### src/rtl/plc_timer_pkg.sv
// -----------------------------------------------------------------------------
// plc_timer_pkg
// Shared definitions for the PLC timer bank: the per-channel mode encodings
// and the default accumulator/preset width.
// -----------------------------------------------------------------------------
package plc_timer_pkg;

  // Two-bit per-channel timer mode as carried on the packed mode bus.
  typedef enum logic [1:0] {
    MODE_TON  = 2'b00,  // on-delay
    MODE_TOF  = 2'b01,  // off-delay
    MODE_RTO  = 2'b10,  // retentive on-delay
    MODE_RSVD = 2'b11   // reserved: channel held permanently disabled
  } timer_mode_e;

  // Default accumulator/preset width in bits (milliseconds).
  localparam int unsigned DEFAULT_CNT_W = 32;

endpackage : plc_timer_pkg

### src/rtl/plc_timer_channel.sv
// -----------------------------------------------------------------------------
// plc_timer_channel
// One ladder-logic timer channel: TON, TOF or RTO selected at run time.
// The accumulator advances one count per tick_pulse, saturating at preset.
//
// Ports:
//   clk        system clock
//   rst        asynchronous active-low reset
//   tick_pulse one-clk-wide 1 ms strobe shared by every channel
//   mode       channel mode (timer_mode_e encoding)
//   enabled    rung input
//   clr        synchronous accumulator clear (all modes)
//   preset     terminal count in ms
//   done       registered done bit
//   timing     registered "counting in progress"
//   accum      registered elapsed ms
// -----------------------------------------------------------------------------
module plc_timer_channel
  import plc_timer_pkg::*;
#(
  parameter int CNT_W = DEFAULT_CNT_W
) (
  input  logic             clk,
  input  logic             rst,
  input  logic             tick_pulse,
  input  logic [1:0]       mode,
  input  logic             enabled,
  input  logic             clr,
  input  logic [CNT_W-1:0] preset,
  output logic             done,
  output logic             timing,
  output logic [CNT_W-1:0] accum
);

  logic [1:0]       mode_q;
  logic [CNT_W-1:0] acc_q;
  logic             done_q;
  logic             timing_q;

  logic [CNT_W-1:0] acc_cnt;
  logic [CNT_W-1:0] acc_n;
  logic             done_n;
  logic             timing_n;

  // Next-state logic. acc_n is resolved first inside each branch so that
  // done and timing are derived from the post-tick accumulator, giving zero
  // extra latency after the terminal tick.
  always_comb begin
    // NOTE: every variable gets a default first so no path can infer a latch.
    acc_n    = acc_q;
    done_n   = done_q;
    timing_n = 1'b0;

    // Saturating increment: never passes preset, never wraps. If preset is
    // lowered below acc the accumulator simply holds.
    acc_cnt  = (tick_pulse && (acc_q < preset)) ? acc_q + CNT_W'(1) : acc_q;

    if ((mode != mode_q) || clr) begin
      // Mode change outranks clr; both zero the channel for one cycle.
      acc_n  = '0;
      done_n = 1'b0;
    end else begin
      case (mode)
        MODE_TON: begin
          if (enabled) begin
            acc_n    = acc_cnt;
            done_n   = (acc_n >= preset);
            timing_n = (acc_n < preset);
          end else begin
            acc_n  = '0;
            done_n = 1'b0;
          end
        end

        MODE_TOF: begin
          if (enabled) begin
            // Rung true re-arms the off-delay.
            acc_n  = '0;
            done_n = 1'b1;
          end else if (done_q) begin
            acc_n    = acc_cnt;
            done_n   = (acc_n < preset);
            timing_n = done_n;
          end
          // enabled low with done low: idle, acc held by the defaults.
        end

        MODE_RTO: begin
          if (enabled) begin
            acc_n = acc_cnt;
          end
          done_n   = (acc_n >= preset);
          timing_n = enabled && (acc_n < preset);
        end

        default: begin
          acc_n  = '0;
          done_n = 1'b0;
        end
      endcase
    end
  end

  // NOTE: sequential state uses non-blocking assignments only, so every
  // register samples the pre-edge values regardless of statement order.
  always_ff @(posedge clk or negedge rst) begin
    if (!rst) begin
      mode_q   <= MODE_TON;
      acc_q    <= '0;
      done_q   <= 1'b0;
      timing_q <= 1'b0;
    end else begin
      mode_q   <= mode;
      acc_q    <= acc_n;
      done_q   <= done_n;
      timing_q <= timing_n;
    end
  end

  assign done   = done_q;
  assign timing = timing_q;
  assign accum  = acc_q;

endmodule : plc_timer_channel

### src/rtl/plc_timer_bank.sv
// -----------------------------------------------------------------------------
// plc_timer_bank
// Bank of N_CH independent PLC timers sharing one 1 kHz tick. The top level
// only detects the tick rising edge and packs/unpacks the per-channel buses.
//
// Ports:
//   clk      system clock
//   rst      asynchronous active-low reset
//   tick     1 kHz tick, synchronous to clk (rising edge = 1 ms)
//   mode     per-channel mode, channel i at [2i+1:2i]
//   enabled  per-channel rung input
//   clr      per-channel synchronous accumulator clear
//   preset   per-channel preset (ms), channel i at [CNT_W*i +: CNT_W]
//   done     per-channel done, registered
//   timing   per-channel counting-in-progress, registered
//   accum    per-channel elapsed ms, registered, packed as preset
// -----------------------------------------------------------------------------
module plc_timer_bank
  import plc_timer_pkg::*;
#(
  parameter int N_CH  = 4,
  parameter int CNT_W = DEFAULT_CNT_W
) (
  input  logic                  clk,
  input  logic                  rst,
  input  logic                  tick,
  input  logic [2*N_CH-1:0]     mode,
  input  logic [N_CH-1:0]       enabled,
  input  logic [N_CH-1:0]       clr,
  input  logic [N_CH*CNT_W-1:0] preset,
  output logic [N_CH-1:0]       done,
  output logic [N_CH-1:0]       timing,
  output logic [N_CH*CNT_W-1:0] accum
);

  logic tick_q;
  logic tick_pulse;

  // tick_q resets low, so a tick already high at reset release counts on
  // the first clock.
  always_ff @(posedge clk or negedge rst) begin
    if (!rst) begin
      tick_q <= 1'b0;
    end else begin
      tick_q <= tick;
    end
  end

  assign tick_pulse = tick & ~tick_q;

  for (genvar i = 0; i < N_CH; i++) begin : g_ch
    plc_timer_channel #(
      .CNT_W (CNT_W)
    ) u_ch (
      .clk        (clk),
      .rst        (rst),
      .tick_pulse (tick_pulse),
      .mode       (mode[2*i +: 2]),
      .enabled    (enabled[i]),
      .clr        (clr[i]),
      .preset     (preset[CNT_W*i +: CNT_W]),
      .done       (done[i]),
      .timing     (timing[i]),
      .accum      (accum[CNT_W*i +: CNT_W])
    );
  end

endmodule : plc_timer_bank

### config.mk
export PLATFORM = sky130hd
export DESIGN_NAME = plc_timer_bank
export DESIGN_NICKNAME = d
export VERILOG_FILES = /design/src/rtl/plc_timer_pkg.sv /design/src/rtl/plc_timer_channel.sv /design/src/rtl/plc_timer_bank.sv
export SDC_FILE = /design/constraint.sdc
export NUM_CORES = 1
export LEC_CHECK = 0
export BUFFER_PORTS_ARGS = -buffer_cell sky130_fd_sc_hd__clkbuf_2
export CAP_MARGIN = 40
export CORE_ASPECT_RATIO = 1.75
export CORE_MARGIN = 5
export CORE_UTILIZATION = 50
export CTS_CLUSTER_SIZE = 14
export DETAILED_ROUTE_END_ITERATION = 12
export GPL_TIMING_DRIVEN = 0
export PLACE_DENSITY = 0.7
export SETUP_SLACK_MARGIN = 0.3
export SYNTH_ARGS = -nofsm -noshare
export SYNTH_HDL_FRONTEND = slang
export SYNTH_HIERARCHICAL = 1
export SYNTH_SLANG_ARGS = --single-unit
### constraint.sdc
create_clock -name clk -period 9 [get_ports clk]
set_input_delay 0.45 -clock clk [delete_from_list [all_inputs] [get_ports clk]]
set_output_delay 0.45 -clock clk [all_outputs]
set_load 0.01 [all_outputs]
[Word-level counts from Yosys, hierarchy flattened]
Index checks and enable logic that the tools add are counted.
Word-level totals
  output and inout port bits: 136
  memory bits (writable): 0
  register bits after elaboration: 145
  bits of input ports: 147
  word-level logic and storage cells: 147
  latch bits: 0
  memory bits (read-only): 0
  memories kept: 0
Operators by class
  mux-type cells: 72
  $lt $le $gt $ge: 20
  bitwise logic cells: 2
  equality and inequality tests: 16
  shifts and indexed selects: 0
  reductions and logical operators: 16
  divide/modulo/power cells: 0
  add/sub/neg operators: 4
  multipliers: 0
Operators with widths (count)
  $mux W32: 32
  $lt A32 B32 Y1: 12
  $pmux W32 S3: 4
  $ge A32 B32 Y1: 8
  $add A32 B1 Y32 const B: 4
  $mux W1: 28
  $pmux W1 S3: 8
  $ne A4 B2 Y1 const B: 4
  $eq A2 B1 Y1 const B: 4
  $eq A2 B2 Y1 const B: 4
  $logic_and A1 B1 Y1: 8
  $logic_not A2 Y1: 4
  $ne A2 B2 Y1: 4
  $logic_or A1 B1 Y1: 4
  $and A1 B1 Y1: 1
  $not A1 Y1: 1

[Depth between registers and ports, before layout]
  word-level depth: 11
  gate-level depth with buffers: 20
  gate-level depth less buffers: 17

[Hierarchy]
The synthesis kept the hierarchy.
Modules (own cells, without submodules)
  plc_timer_channel (g_ch[0].u_ch ...): cells each 697, seq. area each 900.9 µm², area each 5481.5 µm², times used 2
  plc_timer_channel (g_ch[1].u_ch): cells each 713, seq. area each 900.9 µm², area each 5616.6 µm², times used 1
  plc_timer_channel (g_ch[3].u_ch): cells each 682, seq. area each 900.9 µm², area each 5444.0 µm², times used 1
  plc_timer_bank: cells each 2, seq. area each 25.0 µm², area each 38.8 µm², times used 1

[Worst setup path after synthesis]
OpenSTA, ideal clock, no wires.
  kind: in2reg
  from: in preset[30]
  to: reg g_ch[0].u_ch.done_q
  path buffers: 1
  required time: 8.878 ns
  stages on the path: 18
  arrival: 4.230 ns
  slack: 4.648 ns
  cell sequence: inv_1 > ha_1 > a21oi_1 > nand2_1 > a21oi_1 > nand4_1 > nor4_4 > buf_2 > nand2_1 > xnor2_1 > ha_1 > o21ai_0 > o21bai_1 > a2111o_1 > a221oi_1 > nand4_1 > a32o_1 > a32o_1
On the way
  longest elaborated chain between the ends: 9
  elaborated cells on any way between the ends: 14
  classes of those cells: order compare (4); mux (9); reduce/logical (1)
RTL lines
  start: declaration: line plc_timer_bank.sv:30  | input logic [N_CH*CNT_W-1:0] preset,
  $lt A32 B32 Y1: line plc_timer_channel.sv:56  | acc_cnt = (tick_pulse && (acc_q < preset)) ? acc_q + CNT_W'(1) : acc_q;
  $logic_and A1 B1 Y1: line plc_timer_channel.sv:56
  $mux W32: line plc_timer_channel.sv:56
  $mux W32: line plc_timer_channel.sv:89  | if (enabled) begin
  $mux W32: line plc_timer_channel.sv:63  | case (mode)
  $mux W32: line plc_timer_channel.sv:58  | if ((mode != mode_q) || clr) begin
  $ge A32 B32 Y1: line plc_timer_channel.sv:92  | done_n = (acc_n >= preset);
  $pmux W1 S3 *: line plc_timer_channel.sv:63
  $mux W1 *: line plc_timer_channel.sv:58
  named net g_ch[0].u_ch.done_n: line plc_timer_channel.sv:42  | logic done_n;
  end signal: assignment: line plc_timer_channel.sv:115  | done_q <= done_n;
  end: declaration: line plc_timer_channel.sv:37  | logic done_q;
The timed path passes the listed nets; every way through them passes the cells marked *. The select of a mux whose other input is x is not followed.
A chain may end at the register's enable or synchronous reset.

[Worst setup path in the final report]
  from: reg g_ch[2].u_ch.acc_q[1]
  to: reg g_ch[2].u_ch.done_q
On the way
  longest elaborated chain between the ends: 9
  elaborated cells on any way between the ends: 15
  classes of those cells: add/sub (1); order compare (4); mux (9); reduce/logical (1)
RTL lines
  start: declaration: line plc_timer_channel.sv:36  | logic [CNT_W-1:0] acc_q;
  start signal: assignment: line plc_timer_channel.sv:114  | acc_q <= acc_n;
  $lt A32 B32 Y1: line plc_timer_channel.sv:56
  $logic_and A1 B1 Y1: line plc_timer_channel.sv:56
  $mux W32: line plc_timer_channel.sv:56
  $mux W32: line plc_timer_channel.sv:89
  $mux W32: line plc_timer_channel.sv:63
  $mux W32: line plc_timer_channel.sv:58
  $ge A32 B32 Y1: line plc_timer_channel.sv:92
  $pmux W1 S3 *: line plc_timer_channel.sv:63
  $mux W1 *: line plc_timer_channel.sv:58
  named net g_ch[2].u_ch.done_n: line plc_timer_channel.sv:42
  end signal: assignment: line plc_timer_channel.sv:115
  end: declaration: line plc_timer_channel.sv:37
Marks and branches as above.

==> summary.md <==
| Metric | Value |
|---|---|
| Antenna Violating Nets Remaining | 0 |
| Vias/cell | 6.375 |
| Yosys top cell by area | ha_1 |
| Req. time, crit path | 9350 ps |
| Worst reg2reg startpoint | g_ch[2].u_ch/accum[1]$_DFFE_PN0P_ |
| H-tree depth | 4 |
| Synth warnings | 6 |
| Crit path cell chain | ha_1 > a2111oi_4 > nor4_2 > o41ai_4 > nand4_1 > nor2_1 > xor2_1 > ha_1 > a21oi_1 > o21ai_0 > nor4_1 > o221ai_1 > nor2_1 > o31ai_1 > a32o_1 |
| Gpl congestion | between 1 and 1.5 |
| Final critical-path share of the clock period | between 60% and 70% |
| Initial Util | 50.11% |
| CP top delay family | compound AO/OA/AOI/OAI gates |
| Worst vdd ir | 0.1097 mV |
| Clock Latency Late Sink | 470 ps |
| Startpoint types | flop |
| Clk pin slew, worst setup/hold paths | roughly 70 ps |
| Met3 wire length | 5692 um |
| Number of synthesized flops with an enable pin | 0 |
| Highest metal used | met5 |
| Area grow syn2layout | 12.55% |
| Count leader, synth | ha_1 |
| Clock sink total | approximately 150 |
| Sw Pwr | around 580 uW |
| R2R depth | 15 |
| Area of the multi-input gates | ~17000 um2 |
| Min-Delay Startpoint | mode[3] |
| Top post-synthesis cells by area | ha_1, dfrtp_1, xnor2_1 |
| FF+latch count, synth | 145 |
| Max_slew headroom | 31.64% |
| Slew at the pin closest to its max-slew limit | 1023 ps |
| Kind of critical path | flop to flop |
| Max Cap Violations | 0 |
| Die ar. | 48590 um2 |
| Status | finished, final reports clean |
| F_max | 0.1802 GHz |
| Chip Width | between 150 and 200 um |
| Mean cell area of the mapped netlist | 7.905 um2 |
| Buf+Inv Stages, Crit Path | 0 |
| Final Hold Vio Count | 0 |
| Mapped Area | 22060 um2 |
| Hold path depth | 1 |
| Crit path launch | g_ch[2].u_ch/accum[1]$_DFFE_PN0P_ |
| Power per Cell Area | 68.53 nW/um2 |
| Final layout net count | 3628 |
| Hold Crit Class | primary input to flop |
| Input/output buffers | 279 |
| Setup TNS | 0 ps |
| Setup Skew | ~17 ps |
| Register area | 3628 um2 |
| Internal power | 1.126 mW |
| Main flop type after synthesis | dfrtp_1 |
| Slowest Stage Delay on Critical Path | 790 ps |
| Avg WL per Cell | 22.57 um |
| Setup violators final | 0 |
| Syn Nets | 3322 |
| Seq pwr share | between 30% and 40% |
| Fillers | ~4200 |
| Sequential element share of the synthesized area | 16.45% |
| DRC viols | 0 |
| Setup crit end | g_ch[2].u_ch/done$_DFF_PN0_ |
| Met2 WL post-DR | approximately 42000 um |
| Final Util | between 50% and 60% |
| Leakage | 12.42 nW |
| Crit path DAT | approximately 5900 ps |
| Cell depth of the worst setup path | 15 |
| Crit Path Max Fanout | 10 |
| First-pass GRT wire length | around 130000 um |
| IO Count | approximately 280 |
| Clock network power share | approximately 43% |
| M1 WL | 28950 um |
| Number of global-route vias before repair | roughly 23000 |
| Max clock buf depth | 2 |
| CP Capture Type | flop |
| Share of layout cells above drive strength 1 | 14.76% |
| Dpl hpwl | 66880 um |
| Total GRT Usage | between 30% and 40% |
| Post-synth top area share | 21.78% |
| Library cells used by synthesis | 106 |
| Slowest CP cell | o41ai_4 |
| Ys async rst share | 100.0% |
| Fin. max-slew vios | 0 |
| Total number of vias | 23480 |
| Combinational Power Share | 18.6% |
| Cells after Synth | approximately 2800 |
| Initial antenna violation count | 3 |
| Switch share | between 30% and 40% |
| DRT iter0 DRCs | 1806 |
| R2R Setup Slk | 3450 ps |
| Largest net degree at the start of global routing | between 90 and 100 |
| Root Buffer | clkbuf_16 |
| Num CTS Buffers | 17 |
| DIE HEIGHT | 287.9 um |
| FF-to-FF End | g_ch[2].u_ch/done$_DFF_PN0_ |
| Post-layout min period | 5549 ps |
| Most frequent cells after synthesis | ha_1, nand2_1, xnor2_1, a21oi_1, nor2_1 |
| CTS tree | built |
| DRT Wirelength | 83130 um |
| Core Rows | 102 |
| Core footprint | approximately 44000 um2 |
| DR pass1 iterations | 6 |
| Grt total ovfl | 0 |
| RSZ-0062 raised after global routing | no |
repair_timing:
action | in CTS | in global routing
setup buffers | 0 | 0
hold endpoints to repair | 32 | 0
gates resized for setup | 0 | 0
hold buffers | 1 | 0
layout by cell type (no fill, tap or decap), drive strengths merged, types with 9 or more instances in the layout:
cell    count
a211o      11
a211oi     23
a21o       42
a21oi     162
a221oi     10
a22oi      11
a31o       13
a31oi      38
a32o        9
a32oi       9
and2       32
and3       64
and4       12
buf        79
clkbuf    383
dfrtp     145
ha        384
inv       165
mux2       11
nand2     289
nand2b     28
nand3     145
nand4     130
nor2      163
nor2b      18
nor3       66
nor4       46
o211ai     27
o21a       22
o21ai     111
o311ai     13
o31ai      30
or2        11
or3        13
or4        21
xnor2     164
xor2       88
layer usage:
layer  global-route usage, %  up-vias
met1                   34.25    11040
li1                        -    10940
met2                   59.87     1127
met4                   22.52        4
met5                       0        -
met3                   5.083      366
per-stage QoR:
stage	hold slack (ps)	worst slack, ps	cells	instance area [um2]	power (mW)
after floorplan	154.4	4648	2791	22060	0.8431
after global placement	570.7	3337	3642	24170	0.9663
after detailed placement	469.4	3378	3649	24260	0.9782
after CTS	82.21	3582	3682	24830	1.710
after global routing	98.01	3254	3682	24830	1.769
final	98.74	3451	3683	24830	1.702
layout make-up:
type	instances	area share, %
multi-input cells	2328	69.01
flip-flops and latches	145	14.61
repair buffers	287	5.976
well taps	572	2.882
plain buffers	159	2.852
inverters	159	2.404
clock buffers	18	1.769
clock inverters	14	0.4888
diodes	1	0.01008
registers in the layout, indices dropped and copies added (netlist names):
name / flops
g_ch.u_ch/accum: 128
g_ch.u_ch/timing: 4
tick_q: 1
g_ch.u_ch/done: 4
g_ch.u_ch/mode_q: 8
worst min-delay path by stage:
stage	to	slack, ps
after floorplan	g_ch[0].u_ch/accum[0]$_DFFE_PN0P_	150
after global placement	g_ch[1].u_ch/mode_q[1]$_DFF_PN0_	570
after detailed placement	g_ch[1].u_ch/accum[30]$_DFFE_PN0P_	470
after CTS	g_ch[1].u_ch/mode_q[1]$_DFF_PN0_	80
after global routing	g_ch[1].u_ch/mode_q[1]$_DFF_PN0_	100
final	g_ch[1].u_ch/mode_q[1]$_DFF_PN0_	100
cell families after synthesis:
| group | count (synthesis) | share of synthesized area [%] |
|---|---|---|
| xor+xnor | 252 | 10.00 |
| compound gates | 615 | 19.15 |
| buf+inv | 318 | 5.915 |
| mux | 16 | 0.8053 |
| fa+ha+maj | 384 | 21.78 |
| simple gates | 1061 | 25.91 |
| flops | 145 | 16.45 |
worst register-to-register path, stage by stage (launching register included):
cell	delay [ps]
dfrtp_1	480
ha_1	350
a2111oi_4	390
nor4_2	120
o41ai_4	790
nand4_1	550
nor2_1	270
xor2_1	200
ha_1	290
a21oi_1	180
o21ai_0	220
nor4_1	670
o221ai_1	340
nor2_1	230
o31ai_1	100
a32o_1	250
power by group through the flow:
| stage | registers, mW | clock network (mW) | logic (mW) |
|---|---|---|---|
| 2_1_floorplan | 0.669 | 0 | 0.174 |
| 3_3_place_gp | 0.669 | 0 | 0.298 |
| 3_5_place_dp | 0.669 | 0 | 0.310 |
| 4_1_cts | 0.656 | 0.742 | 0.312 |
| 5_1_grt | 0.656 | 0.764 | 0.349 |
| 6_report | 0.656 | 0.730 | 0.316 |
Note: power is estimated with default switching activity, not from simulation.
